--- config.mk ---
export PLATFORM = sky130hd
export DESIGN_NAME = conv_ctrl_fsm_v2
export DESIGN_NICKNAME = d
export VERILOG_FILES = /design/src/rtl/conv_ctrl_fsm_v2.sv
export SDC_FILE = /design/constraint.sdc
export NUM_CORES = 1
export LEC_CHECK = 0
export CORE_MARGIN = 10
export CORE_UTILIZATION = 55
export CTS_CLUSTER_DIAMETER = 80
export DETAILED_ROUTE_END_ITERATION = 12
export PLACE_DENSITY_LB_ADDON = 0.25
export SYNTH_ARGS = -nofsm -noshare
export SYNTH_HDL_FRONTEND = slang
export SYNTH_SLANG_ARGS = --single-unit
export TNS_END_PERCENT = 5
--- constraint.sdc ---
create_clock -name clk -period 11.6 [get_ports clk]
set_input_delay 2.32 -clock clk [delete_from_list [all_inputs] [get_ports clk]]
set_output_delay 2.32 -clock clk [all_outputs]
set_load 0.005 [all_outputs]
--- src/rtl/conv_ctrl_fsm_v2.sv ---
// Convolution loop controller: runtime geometry/stride/padding, operand handshakes, output backpressure.
// Optional performance counters are built when CONV_CTRL_PERF_CNT_EN is defined.
module conv_ctrl_fsm_v2 #(
   parameter int unsigned CNT_W           = 16,
   parameter int unsigned MAX_K           = 7,
   parameter int unsigned LOG2_PSUM_DEPTH = 10
) (
   input  logic                       clk,
   input  logic                       arst_n_in,
   input  logic                       start,
   input  logic [CNT_W-1:0]           cfg_out_w,
   input  logic [CNT_W-1:0]           cfg_out_h,
   input  logic [CNT_W-1:0]           cfg_in_ch,
   input  logic [CNT_W-1:0]           cfg_out_ch,
   input  logic [CNT_W-1:0]           cfg_k,
   input  logic [1:0]                 cfg_stride,
   input  logic [CNT_W-1:0]           cfg_pad,
   output logic                       running,
   output logic                       done,
   input  logic                       data_ready,
   input  logic                       a_valid,
   input  logic                       b_valid,
   output logic                       a_ready,
   output logic                       b_ready,
   output logic                       mac_valid,
   output logic                       mac_acc_internal,
   output logic                       mac_acc_zero,
   output logic                       pad_zero,
   output logic signed [CNT_W:0]      in_x,
   output logic signed [CNT_W:0]      in_y,
   output logic [CNT_W-1:0]           kx,
   output logic [CNT_W-1:0]           ky,
   output logic [CNT_W-1:0]           ich,
   output logic [CNT_W-1:0]           och,
   output logic                       psum_we,
   output logic                       psum_re,
   output logic [LOG2_PSUM_DEPTH-1:0] psum_waddr,
   output logic [LOG2_PSUM_DEPTH-1:0] psum_raddr,
   output logic                       output_valid,
   input  logic                       output_ready,
   output logic [CNT_W-1:0]           output_x,
   output logic [CNT_W-1:0]           output_y,
   output logic [CNT_W-1:0]           output_ch
`ifdef CONV_CTRL_PERF_CNT_EN
   ,
   output logic [31:0]                stall_cycles,
   output logic [31:0]                mac_cycles
`endif
);

   localparam int unsigned EW = CNT_W + 4;

   typedef enum logic [1:0] {S_IDLE, S_LOAD, S_MAC, S_DRAIN} state_t;
   state_t r_state, w_next;

   logic [CNT_W-1:0] r_out_w, r_out_h, r_in_ch, r_out_ch, r_k, r_pad;
   logic [1:0]       r_stride;
   logic [CNT_W-1:0] r_kx, r_ky, r_och, r_ich, r_oy, r_ox;
   logic             r_ovalid;
   logic [CNT_W-1:0] r_ox_o, r_oy_o, r_och_o;
   logic             r_done, r_psum_we;
   logic [LOG2_PSUM_DEPTH-1:0] r_psum_waddr;

   logic             w_start_ok, w_zero_cfg, w_done_set, w_in_mac, w_mac;
   logic             w_last_kx, w_last_ky, w_last_och, w_last_ich, w_last_oy, w_last_ox;
   logic             w_last_win, w_produce, w_out_stall, w_last_mac, w_tap0;
   logic [CNT_W-1:0] w_k_cl;
   logic [2:0]       w_stride;
   logic signed [EW-1:0] w_ix, w_iy, w_win, w_hin;

   assign w_start_ok = (r_state == S_IDLE) & start;
   assign w_zero_cfg = (cfg_out_w == '0) | (cfg_out_h == '0) | (cfg_in_ch == '0) |
                       (cfg_out_ch == '0) | (cfg_k == '0);
   assign w_k_cl     = (cfg_k > CNT_W'(MAX_K)) ? CNT_W'(MAX_K) : cfg_k;
   assign w_stride   = {1'b0, r_stride} + 3'd1;

   assign w_last_kx  = (r_kx  == r_k      - CNT_W'(1));
   assign w_last_ky  = (r_ky  == r_k      - CNT_W'(1));
   assign w_last_och = (r_och == r_out_ch - CNT_W'(1));
   assign w_last_ich = (r_ich == r_in_ch  - CNT_W'(1));
   assign w_last_oy  = (r_oy  == r_out_h  - CNT_W'(1));
   assign w_last_ox  = (r_ox  == r_out_w  - CNT_W'(1));
   assign w_last_win = w_last_kx & w_last_ky;
   assign w_produce  = w_last_ich & w_last_win;
   assign w_tap0     = (r_kx == '0) & (r_ky == '0);

   // Only the MAC that would overwrite an unaccepted result is held back.
   assign w_out_stall = r_ovalid & ~output_ready & w_produce;
   assign w_in_mac    = (r_state == S_MAC);
   assign w_mac       = w_in_mac & a_valid & b_valid & ~w_out_stall;
   assign w_last_mac  = w_mac & w_produce & w_last_och & w_last_oy & w_last_ox;

   // Coordinates are evaluated wide so padding and stride never wrap before the range test.
   assign w_ix  = EW'(r_ox) * EW'(w_stride) + EW'(r_kx) - EW'(r_pad);
   assign w_iy  = EW'(r_oy) * EW'(w_stride) + EW'(r_ky) - EW'(r_pad);
   assign w_win = (EW'(r_out_w) - EW'(1)) * EW'(w_stride) + EW'(r_k) - (EW'(r_pad) << 1);
   assign w_hin = (EW'(r_out_h) - EW'(1)) * EW'(w_stride) + EW'(r_k) - (EW'(r_pad) << 1);

   always_comb begin
      w_next     = r_state;
      w_done_set = 1'b0;
      case (r_state)
         S_IDLE:  if (start) begin
                     if (w_zero_cfg) w_done_set = 1'b1;
                     else            w_next     = S_LOAD;
                  end
         S_LOAD:  if (data_ready) w_next = S_MAC;
         S_MAC:   if (w_last_mac) w_next = S_DRAIN;
         S_DRAIN: if (!r_ovalid) begin
                     w_done_set = 1'b1;
                     w_next     = S_IDLE;
                  end
         default: w_next = S_IDLE;
      endcase
   end

   always_ff @(posedge clk or negedge arst_n_in) begin
      if (!arst_n_in) begin
         r_state      <= S_IDLE;
         r_out_w      <= '0;
         r_out_h      <= '0;
         r_in_ch      <= '0;
         r_out_ch     <= '0;
         r_k          <= '0;
         r_pad        <= '0;
         r_stride     <= '0;
         r_kx         <= '0;
         r_ky         <= '0;
         r_och        <= '0;
         r_ich        <= '0;
         r_oy         <= '0;
         r_ox         <= '0;
         r_ovalid     <= 1'b0;
         r_ox_o       <= '0;
         r_oy_o       <= '0;
         r_och_o      <= '0;
         r_done       <= 1'b0;
         r_psum_we    <= 1'b0;
         r_psum_waddr <= '0;
      end else begin
         r_state   <= w_next;
         r_done    <= w_done_set;
         r_psum_we <= w_mac & w_last_win;
         if (w_mac & w_last_win) r_psum_waddr <= LOG2_PSUM_DEPTH'(r_och);
         if (w_start_ok) begin
            r_out_w  <= cfg_out_w;
            r_out_h  <= cfg_out_h;
            r_in_ch  <= cfg_in_ch;
            r_out_ch <= cfg_out_ch;
            r_k      <= w_k_cl;
            r_pad    <= cfg_pad;
            r_stride <= cfg_stride;
            r_kx     <= '0;
            r_ky     <= '0;
            r_och    <= '0;
            r_ich    <= '0;
            r_oy     <= '0;
            r_ox     <= '0;
         end else if (w_mac) begin
            r_kx <= w_last_kx ? '0 : r_kx + CNT_W'(1);
            if (w_last_kx) begin
               r_ky <= w_last_ky ? '0 : r_ky + CNT_W'(1);
               if (w_last_ky) begin
                  r_och <= w_last_och ? '0 : r_och + CNT_W'(1);
                  if (w_last_och) begin
                     r_ich <= w_last_ich ? '0 : r_ich + CNT_W'(1);
                     if (w_last_ich) begin
                        r_oy <= w_last_oy ? '0 : r_oy + CNT_W'(1);
                        if (w_last_oy) r_ox <= w_last_ox ? '0 : r_ox + CNT_W'(1);
                     end
                  end
               end
            end
         end
         if (w_mac & w_produce) begin
            r_ovalid <= 1'b1;
            r_ox_o   <= r_ox;
            r_oy_o   <= r_oy;
            r_och_o  <= r_och;
         end else if (r_ovalid & output_ready) begin
            r_ovalid <= 1'b0;
         end
      end
   end

`ifdef CONV_CTRL_PERF_CNT_EN
   logic [31:0] r_stall_cycles, r_mac_cycles;
   always_ff @(posedge clk or negedge arst_n_in) begin
      if (!arst_n_in) begin
         r_stall_cycles <= '0;
         r_mac_cycles   <= '0;
      end else if (w_start_ok) begin
         r_stall_cycles <= '0;
         r_mac_cycles   <= '0;
      end else begin
         if (w_mac & (r_mac_cycles != '1)) r_mac_cycles <= r_mac_cycles + 32'd1;
         if (w_in_mac & ~w_mac & (r_stall_cycles != '1)) r_stall_cycles <= r_stall_cycles + 32'd1;
      end
   end
   assign stall_cycles = r_stall_cycles;
   assign mac_cycles   = r_mac_cycles;
`endif

   assign running          = (r_state != S_IDLE);
   assign done             = r_done;
   assign a_ready          = (r_state == S_LOAD) | (w_in_mac & ~w_out_stall);
   assign b_ready          = (r_state == S_LOAD) | (w_in_mac & ~w_out_stall);
   assign mac_valid        = w_mac;
   assign mac_acc_internal = w_in_mac & ~w_tap0;
   assign mac_acc_zero     = w_in_mac & w_tap0 & (r_ich == '0);
   assign pad_zero         = running & (w_ix[EW-1] | (w_ix >= w_win) | w_iy[EW-1] | (w_iy >= w_hin));
   assign in_x             = w_ix[CNT_W:0];
   assign in_y             = w_iy[CNT_W:0];
   assign kx               = r_kx;
   assign ky               = r_ky;
   assign ich              = r_ich;
   assign och              = r_och;
   assign psum_re          = w_mac & w_tap0;
   assign psum_raddr       = LOG2_PSUM_DEPTH'(r_och);
   assign psum_we          = r_psum_we;
   assign psum_waddr       = r_psum_waddr;
   assign output_valid     = r_ovalid;
   assign output_x         = r_ox_o;
   assign output_y         = r_oy_o;
   assign output_ch        = r_och_o;

endmodule

### Yosys cells after proc, flatten, opt, wreduce, memory -nomap -nowiden

Cells that the tools add are included.

| storage, ports and cells | value |
|---|---|
| bits in registers | 257 |
| input port bits | 105 |
| output and inout bits | 177 |
| word-level logic and storage cells | 165 |

| operators by class | value |
|---|---|
| add/subtract/negate cells | 22 |
| multiply operators | 4 |
| magnitude comparators | 3 |
| equality and inequality tests | 14 |
| muxes and demuxes | 46 |
| bitwise operators | 32 |
| reduce and logical (&&, ||, !) cells | 23 |

Operators with widths:

| kind | count |
|---|---|
| 2-to-1 mux 16 bit | 34 |
| zero test 16 bit | 8 |
| adder 16 x 1 -> 16 bit, second input constant | 6 |
| equality test 16 bit | 6 |
| subtractor 16 x 1 -> 16 bit, second input constant | 5 |
| adder 19 x 16 -> 20 bit | 2 |
| adder 20 x 16 -> 20 bit | 2 |
| greater-or-equal comparator 20 bit | 2 |
| multiplier 20 x 3 -> 20 bit | 2 |
| subtractor 20 x 16 -> 20 bit | 2 |
| subtractor 20 x 17 -> 20 bit | 2 |
| multiplier 16 x 3 -> 19 bit | 2 |
| subtractor 16 x 1 -> 17 bit, second input constant | 2 |
| AND 1 bit | 21 |
| > comparator 16 x 3 -> 1 bit, second input constant | 1 |
| nonzero test 2 bit | 8 |
| 2-to-1 mux 2 bit | 5 |
| AND reduction 5 bit | 2 |
| != test 2 bit, second input constant | 4 |
| bitwise OR 1 bit | 8 |
| one-hot mux 2 bit (4 select lines) | 1 |
| AND reduction 6 bit | 1 |
| 2-to-1 mux 1 bit | 5 |
| equality test 2 bit, second input constant | 2 |
| 9 further kinds | 11 |

### Longest topological paths before layout

Gate-level depths: netlist of the first run.

| depth | value |
|---|---|
| depth in word-level cells | 13 |
| gate-level depth with buffers | 30 |
| mapped depth without buffers | 29 |

### Least setup slack after synthesis of the first run

OpenSTA, ideal clock, no wires.

| path | value |
|---|---|
| kind | flip-flop to output port |
| start point | reg r_out_h[0] |
| end point | out pad_zero |
| arrival time | 6.567 ns |
| path slack | 2.713 ns |
| stages on the path, launching flop included | 29 |
| buffers on the path | 0 |
| path through | dfrtp_1 inv_1 ha_1 or3b_2 nor3_1 xnor2_1 nor2_1 fa_1 fa_1 inv_1 fa_1 inv_1 ha_1 or2_2 o31a_1 o211ai_1 o22ai_1 o41a_1 a41o_1 o41ai_1 xor2_1 ha_1 nand4_1 nor4_1 a21oi_1 nand4b_1 nor3_1 o21ai_0 o41a_1 |

| on the way | value |
|---|---|
| cells in the longest elaborated chain, start to end | 7 |

Ends and longest elaborated chain:

| what | line | RTL |
|---|---|---|
| start, declared | 56 | `logic [CNT_W-1:0] r_out_w, r_out_h, r_in_ch, r_out_ch, r_k, r_pad;` |
| start signal, assigned | 147 | `r_out_h <= cfg_out_h;` |
| subtractor 16 x 1 -> 17 bit | 97 | `assign w_hin = (EW'(r_out_h) - EW'(1)) * EW'(w_stride) + EW'(r_k) - (EW'(r_pad) << 1);` |
| multiplier 20 x 3 -> 20 bit | 97 |  |
| adder 20 x 16 -> 20 bit | 97 |  |
| subtractor 20 x 17 -> 20 bit | 97 |  |
| greater-or-equal comparator 20 bit | 211 | `assign pad_zero = running & (w_ix[EW-1] \| (w_ix >= w_win) \| w_iy[EW-1] \| (w_iy >= w_hin));` |
| bitwise OR 1 bit | 211 |  |
| AND 1 bit | 211 |  |
| end, declared | 28 | `output logic pad_zero,` |

Every way passes these cells.

### Worst setup path after layout of the first run

| path | value |
|---|---|
| start point | reg r_stride[0] |
| end point | out pad_zero |

| on the way | value |
|---|---|
| cells in the longest elaborated chain, start to end | 9 |
| elaborated cells between the ends (all ways) | 19 |
| those cells by class | 9 x add/sub; 4 x mul; 2 x order compare; 4 x bitwise |

Ends and longest elaborated chain:

| what | line | RTL |
|---|---|---|
| start, declared | 57 | `logic [1:0] r_stride;` |
| start signal, assigned | 152 | `r_stride <= cfg_stride;` |
| adder 2 x 1 -> 3 bit * | 75 | `assign w_stride = {1'b0, r_stride} + 3'd1;` |
| multiplier 20 x 3 -> 20 bit / multiplier 16 x 3 -> 19 bit (equally long branches) | 96, 94 |  |
| adder 20 x 16 -> 20 bit / adder 19 x 16 -> 20 bit (equally long branches) | 96, 94 |  |
| subtractor 20 x 17 -> 20 bit / subtractor 20 x 16 -> 20 bit (equally long branches) | 96, 94 |  |
| greater-or-equal comparator 20 bit | 211 |  |
| bitwise OR 1 bit (2 in series) | 211 |  |
| bitwise OR 1 bit * | 211 |  |
| AND 1 bit * | 211 |  |

Mark *: on every way between the ends. The rest lies on a longest branch, timed or not.

==> results of run 1 <==
==> routing by layer <==
layer | global-route usage [%] | vias up
li1 | - | 10260
met1 | 43.28 | 11110
met2 | 46.02 | 1177
met3 | 6.587 | 186
met4 | 12.81 | 0
met5 | 0 | -
==> flip-flops by register name (all words and copies together) (netlist names) <==
register / count
done: 1
ich: 16
kx: 16
ky: 16
och: 16
output_ch: 16
output_valid: 1
output_x: 16
output_y: 16
psum_waddr: 10
psum_we: 1
r_in_ch: 16
r_k: 16
r_out_ch: 16
r_out_h: 16
r_out_w: 16
r_ox: 16
r_oy: 16
r_pad: 16
r_state: 2
r_stride: 2
==> per-stage QoR <==
step	cell area, µm²	utilization, %	std cells	setup WS, ns	hold WS, ns
after floorplan	25370	-	2930	2.713	0.4497
after global placement	28510	62.70	3682	1.845	0.4660
after detailed placement	28510	62.70	3682	1.697	0.4758
after CTS	29570	65.02	3738	1.052	0.4911
after global routing	29570	65.02	3738	0.5056	0.5263
final	29570	65.02	3738	0.9345	0.4923
==> worst reg2reg max path, stage by stage (launching register included) <==
cell and delay, ns:
dfrtp_1 0.63, nor3_1 0.97, and3_1 0.38, nand4_1 0.11
a2111oi_0 0.98, nand3_1 0.53, nor3_1 0.86, nand3_2 0.54
or2_4 0.49, o41ai_2 0.29
==> area by class of cell <==
type / instances / area share (%)
multi-input cells: 2237 / 58.33
flip-flops and latches: 257 / 21.75
repair buffers: 311 / 10.29
inverters: 277 / 3.516
clock buffers: 43 / 2.907
well taps: 600 / 2.539
clock inverters: 13 / 0.6685
==> final timing paths <==
| path | end | from | slack [ns] | depth (start not counted) |
|---|---|---|---|---|
| worst max-delay path | pad_zero | r_stride[0]$_DFFE_PN0P_ | 0.93 | 23 |
| worst min-delay path | r_stride[1]$_DFFE_PN0P_ | r_stride[1]$_DFFE_PN0P_ | 0.49 | 2 |
| worst max register to register | r_ox[3]$_DFFE_PN0P_ | r_k[6]$_DFFE_PN0P_ | 5.72 | 9 |
| worst min register to register | r_stride[1]$_DFFE_PN0P_ | r_stride[1]$_DFFE_PN0P_ | 0.49 | 2 |
| max in group asynchronous | r_k[6]$_DFFE_PN0P_ | arst_n_in | 7.47 | 3 |
| min in group asynchronous | r_out_ch[3]$_DFFE_PN0P_ | arst_n_in | 1.77 | 1 |
==> cell usage in the layout (no fill, tap or decap), types with 72 or more instances in the layout <==
cell / count
clkdlybuf4s50_1: 280
fa_1: 184
inv_1: 276
nand3_1: 72
a21oi_1: 91
xnor2_1: 131
ha_1: 165
xor2_1: 85
nand2_1: 376
nor2_1: 237
dfrtp_1: 256
o21ai_0: 140
==> cell families (layout without fill, tap and decap cells) <==
group                      Yosys count  in the layout  synth area share [%]
AOI/OAI and AO/OA                  453            453                 11.47
xor gates and xnor gates           227            227                 8.437
adders and majority gates          349            349                 22.65
buffers and inverters              436            644                 6.775
DFF                                257            257                 25.35
muxes                               67             67                 2.929
and+or+nand+nor                   1141           1141                 22.38
==> results by group, run 1 <==
Outcome
  – Status: finished clean

Placed design
  – Gpl congestion: 1.020
  – Dpl hpwl: 70.72 mm
  – Port Buffers: 281

Timing
  – Rel. slew slack: 22.72%
  – Final min period: 10.67 ns
  – Final hold vios: 0
  – Worst Tran Pin Value: 1.151 ns
  – Clock skew: 0.02531 ns
  – RSZ-0062 raised after global routing: false
  – Setup TNS: 0 ns
  – # setup viols final: 0
  – Max Clk Rate: 0.09376 GHz
  – Slew Viols, Final: 0
  – Fin crit share: 91.94%

Global route
  – Vias in the first global route: 22.52k
  – Global route overflow: 0
  – Total Routing Usage GR: 31.04%
  – First-pass GRT wire length: 135.7 mm
  – Largest net degree at the start of global routing: 122
  – Initial antenna violation count: 1

Finish
  – Fraction of layout cells with a size suffix above 1: 5.959%
  – Multi-input gate area: 17,250 µm²
  – Register area: 6432 µm²
  – N_diodes: 0
  – Fill cell count: 3,846
  – NumNets Final: 3,568
  – Synthesis-to-finish area growth: 16.54%

Drt
  – DRT antenna net count: 0
  – DRT Wirelength: 88.34 mm
  – Met3 wire len: 8.692 mm
  – TritonRoute pass-1 iters: 8
  – Vias per cell: 6.083
  – Met2 wire len: 37.91 mm
  – WL met1: 37.73 mm
  – Via count: 22.74k
  – Drt initial violations: 2,481
  – Post-route DRC: 0
  – DR top layer: met4
  – Drt wl/cell: 23.63 µm

Synth
  – Syn Nets: 3,384
  – Synth Instances: 2,930
  – Main flop type after synthesis: dfrtp_1
  – Mapped Area: 25,370 µm²
  – Synth top cells by count: nand2_1, inv_1, dfrtp_1
  – Cell accounting for the most synthesized area: dfrtp_1
  – Top post-synthesis cells by area: dfrtp_1, fa_1, ha_1
  – Most common cell in the synthesized netlist: nand2_1
  – Async S/R FF share, synth: 100.0%
  – Synth Register Bits: 257
  – Synth top area share: 25.35%
  – EDFF count, synth: 0
  – Mean Syn Cell Area: 8.660 µm²
  – Cell variety after synth: 89
  – Sequential share of the synthesized area: 25.35%
  – Syn. warnings: 0

Clock network
  – CTS tree: built
  – Root Buffer Master: clkbuf_16
  – Post-CTS setup buffer count: 0
  – Clk_lat worst skew: 0.60 ns
  – Clk buf depth: 3
  – H-tree depth: 1
  – Sink Count: 257
  – Num CTS Buffers: 30
  – PostCTS Resize Cnt: 0
  – Clk slew on worst S/H paths: 0.06 ns
  – Hold-fix buffers, CTS: 0

Setup path
  – CP startpoint kind: register
  – CP Buf/Inv Count: 2
  – Critical Path, Cell by Cell: ha_1 -> nand2_1 -> fa_1 -> fa_1 -> inv_1 -> fa_1 -> ha_1 -> a21o_1 -> a211oi_1 -> nor2_1 -> o41ai_1 -> o21ai_0 -> o41ai_1 -> o21ai_0 -> o21ai_0 -> xnor2_1 -> ha_1 -> nand4_1 -> or2_2 -> o21bai_1 -> mux2_2 -> o41a_1 -> clkdlybuf4s50_1
  – CP Data Required Time: 9.28 ns
  – Crit-path max cell delay: 0.82 ns
  – CP max stage cell: ha_1
  – Worst Path Max Fanout: 22
  – Setup crit end kind: output port
  – Crit Path Category: register to output port
  – Cell family with most CP delay: adder cells
  – Worst Path Arrival: 8.35 ns

Floorplanning
  – Die area: 55,120 µm²
  – Initial core utilization: 55.79%
  – Core ar.: 45,480 µm²
  – Core Rows: 78
  – Die height: 234.8 µm
  – Boundary pin count: 282
  – Die width: 234.8 µm

Hold path
  – Worst min path class: register to register

Flow run
  – Max Cap Violations: 0
Power of run 1 is left out: the tool's default activity adds up to more than one toggle a clock period on the data nets, which glitch-free logic cannot reach.
==> run 2: changes to the inputs <==
--- a/config.mk
+++ b/config.mk
@@ -6,7 +6,7 @@
 export NUM_CORES = 1
 export LEC_CHECK = 0
 export CORE_MARGIN = 10
-export CORE_UTILIZATION = 55
+export CORE_UTILIZATION = 43
 export CTS_CLUSTER_DIAMETER = 80
 export DETAILED_ROUTE_END_ITERATION = 12
 export PLACE_DENSITY_LB_ADDON = 0.25
==> results by group, run 2 (synthesis gave the netlist of run 1 again) <==
Setup path
  – CP max stage cell: fa_1
  – Crit Path Category: register to output port
  – Worst Path Arrival: 8.48 ns (+0.13 ns)
  – Crit-path max cell delay: 0.55 ns (-0.27 ns)
  – CP startpoint kind: register
  – CP Data Required Time: 9.28 ns (about the same)
  – Worst Path Max Fanout: 7 (-68%)
  – Setup crit end kind: output port

Finish
  – Non-filler cells, final: 3,906 (+4.5%)
  – Fraction of layout cells with a size suffix above 1: 6.240% (+0.28 points)
  – N_diodes: 0 (unchanged)
  – Most frequent cells in the layout: nand2_1, clkdlybuf4s50_1, inv_1, dfrtp_1, nor2_1
  – Fill cell count: 5,363 (+39%)
  – Synthesis-to-finish area growth: 17.46%
  – NumNets Final: 3,570 (+0.056%)
  – Most common cell after layout, fill and taps aside: nand2_1

Clock network
  – Clk_lat worst skew: 0.61 ns (about the same)
  – PostCTS Resize Cnt: 0 (unchanged)
  – Clk slew on worst S/H paths: 0.06 ns (about the same)
  – H-tree depth: 1 (unchanged)
  – CTS tree: built
  – Root Buffer Master: clkbuf_16
  – Sink Count: 257 (unchanged)
  – Num CTS Buffers: 31 (+3.3%)
  – Clk buf depth: 3 (unchanged)
  – Post-CTS setup buffer count: 0 (unchanged)
  – Hold-fix buffers, CTS: 0 (unchanged)

Floorplanning
  – Core Rows: 88 (+13%)
  – Core ar.: 58,030 µm² (+28%)
  – Die height: 262.9 µm (+12%)
  – Die width: 262.9 µm (+12%)
  – Boundary pin count: 282 (unchanged)
  – Die area: 69,120 µm² (+25%)
  – Initial core utilization: 43.73% (-12 points)

Global route
  – Initial antenna violation count: 1 (unchanged)
  – Vias in the first global route: 22.40k (-0.55%)
  – First-pass GRT wire length: 138.0 mm (+1.7%)
  – Global route overflow: 0 (unchanged)
  – Largest net degree at the start of global routing: 153 (+25%)
  – Total Routing Usage GR: 25.27% (-5.8 points)

Outcome
  – Status: finished clean

Drt
  – DRT antenna net count: 0 (unchanged)
  – TritonRoute pass-1 iters: 6 (-2)
  – Via count: 22.46k (-1.2%)
  – Drt initial violations: 2,327 (-6.2%)
  – Vias per cell: 5.749 (-5.5%)
  – Post-route DRC: 0 (unchanged)
  – Drt wl/cell: 23.19 µm (-1.9%)
  – DRT Wirelength: 90.58 mm (+2.5%)

Flow run
  – Max Cap Violations: 0 (unchanged)

Timing
  – Final min period: 10.80 ns (+0.1331 ns)
  – Setup TNS: 0 ns (unchanged)
  – Slew Viols, Final: 0 (unchanged)
  – Max Clk Rate: 0.09260 GHz (-1.2%)
  – RSZ-0062 raised after global routing: false
  – Rel. slew slack: 17.17% (-5.5 points)
  – # setup viols final: 0 (unchanged)
  – Worst Tran Pin Value: 1.233 ns (+0.08145 ns)
  – Final hold vios: 0 (unchanged)
  – Clock skew: 0.02116 ns (-0.004149 ns)
  – Fin crit share: 93.09% (+1.1 points)

Placed design
  – Port Buffers: 281 (unchanged)
  – Gpl congestion: 1.027 (+0.66%)
  – Dpl hpwl: 72.64 mm (+2.7%)
  – Post-Place Cells: 3,848 (+4.5%)

Hold path
  – Worst min path class: register to register
## run 2: cell count changes in the layout (fill, tap and decap cells not counted), moves of 2 or more
cell and delta:
clkinv_2 +5, clkbuf_1 -6, inv_6 +3, clkbuf_8 -4, clkinvlp_4 +2, clkinv_4 +2
## run 2: through the flow
step | area (µm²) | utilization, % | setup slack, ns | hold slack [ns]
after floorplan | 25370 | - | 2.713 | 0.4497
after global placement | 28740 | 49.53 | 1.573 | 0.4704
after detailed placement | 28740 | 49.53 | 1.438 | 0.4782
after CTS | 29800 | 51.36 | 0.7621 | 0.4923
after global routing | 29800 | 51.36 | 0.2622 | 0.5137
final | 29800 | 51.36 | 0.8014 | 0.4916
## run 2: layer usage
metal  GRT usage [%]  part of all wire [%]
met4           7.359                   2.9
met2           41.11                    46
met5               0                     0
met1           33.83                    43
met3           4.465                   7.8
## run 2: worst paths after layout
path	to	cells after the start	slack, ns	startpoint
min in group asynchronous	output_ch[13]$_DFFE_PN0P_	1	1.75	arst_n_in
hold / removal	output_y[10]$_DFFE_PN0P_	2	0.49	output_y[10]$_DFFE_PN0P_
hold reg to reg	output_y[10]$_DFFE_PN0P_	2	0.49	output_y[10]$_DFFE_PN0P_
max in group asynchronous	r_stride[0]$_DFFE_PN0P_	2	8.43	arst_n_in
setup reg to reg	och[11]$_DFFE_PN0P_	9	5.92	r_k[6]$_DFFE_PN0P_
setup / recovery	pad_zero	29	0.80	r_out_h[0]$_DFFE_PN0P_
## run 2: cell type report
class                           instances  area, µm²  area share [%]
Multi-Input combinational cell       2237      17250           57.87
Sequential cell                       257       6432           21.58
Timing Repair Buffer                  312       3063           10.28
Inverter                              277       1040           3.489
Tap cell                              765      957.2           3.212
Clock buffer                           34      807.0           2.708
Clock inverter                         24      255.2          0.8565
## run 2: critical path, delay by kind of cell, from the launching register on
kind	cells	cell delay [ns]
flops	1	0.45
xor+xnor	2	0.39
compound gates	9	2.02
fa+ha+maj	6	2.41
simple gates	8	1.83
buf+inv	4	0.75
Power of run 2 is left out for the same reason.
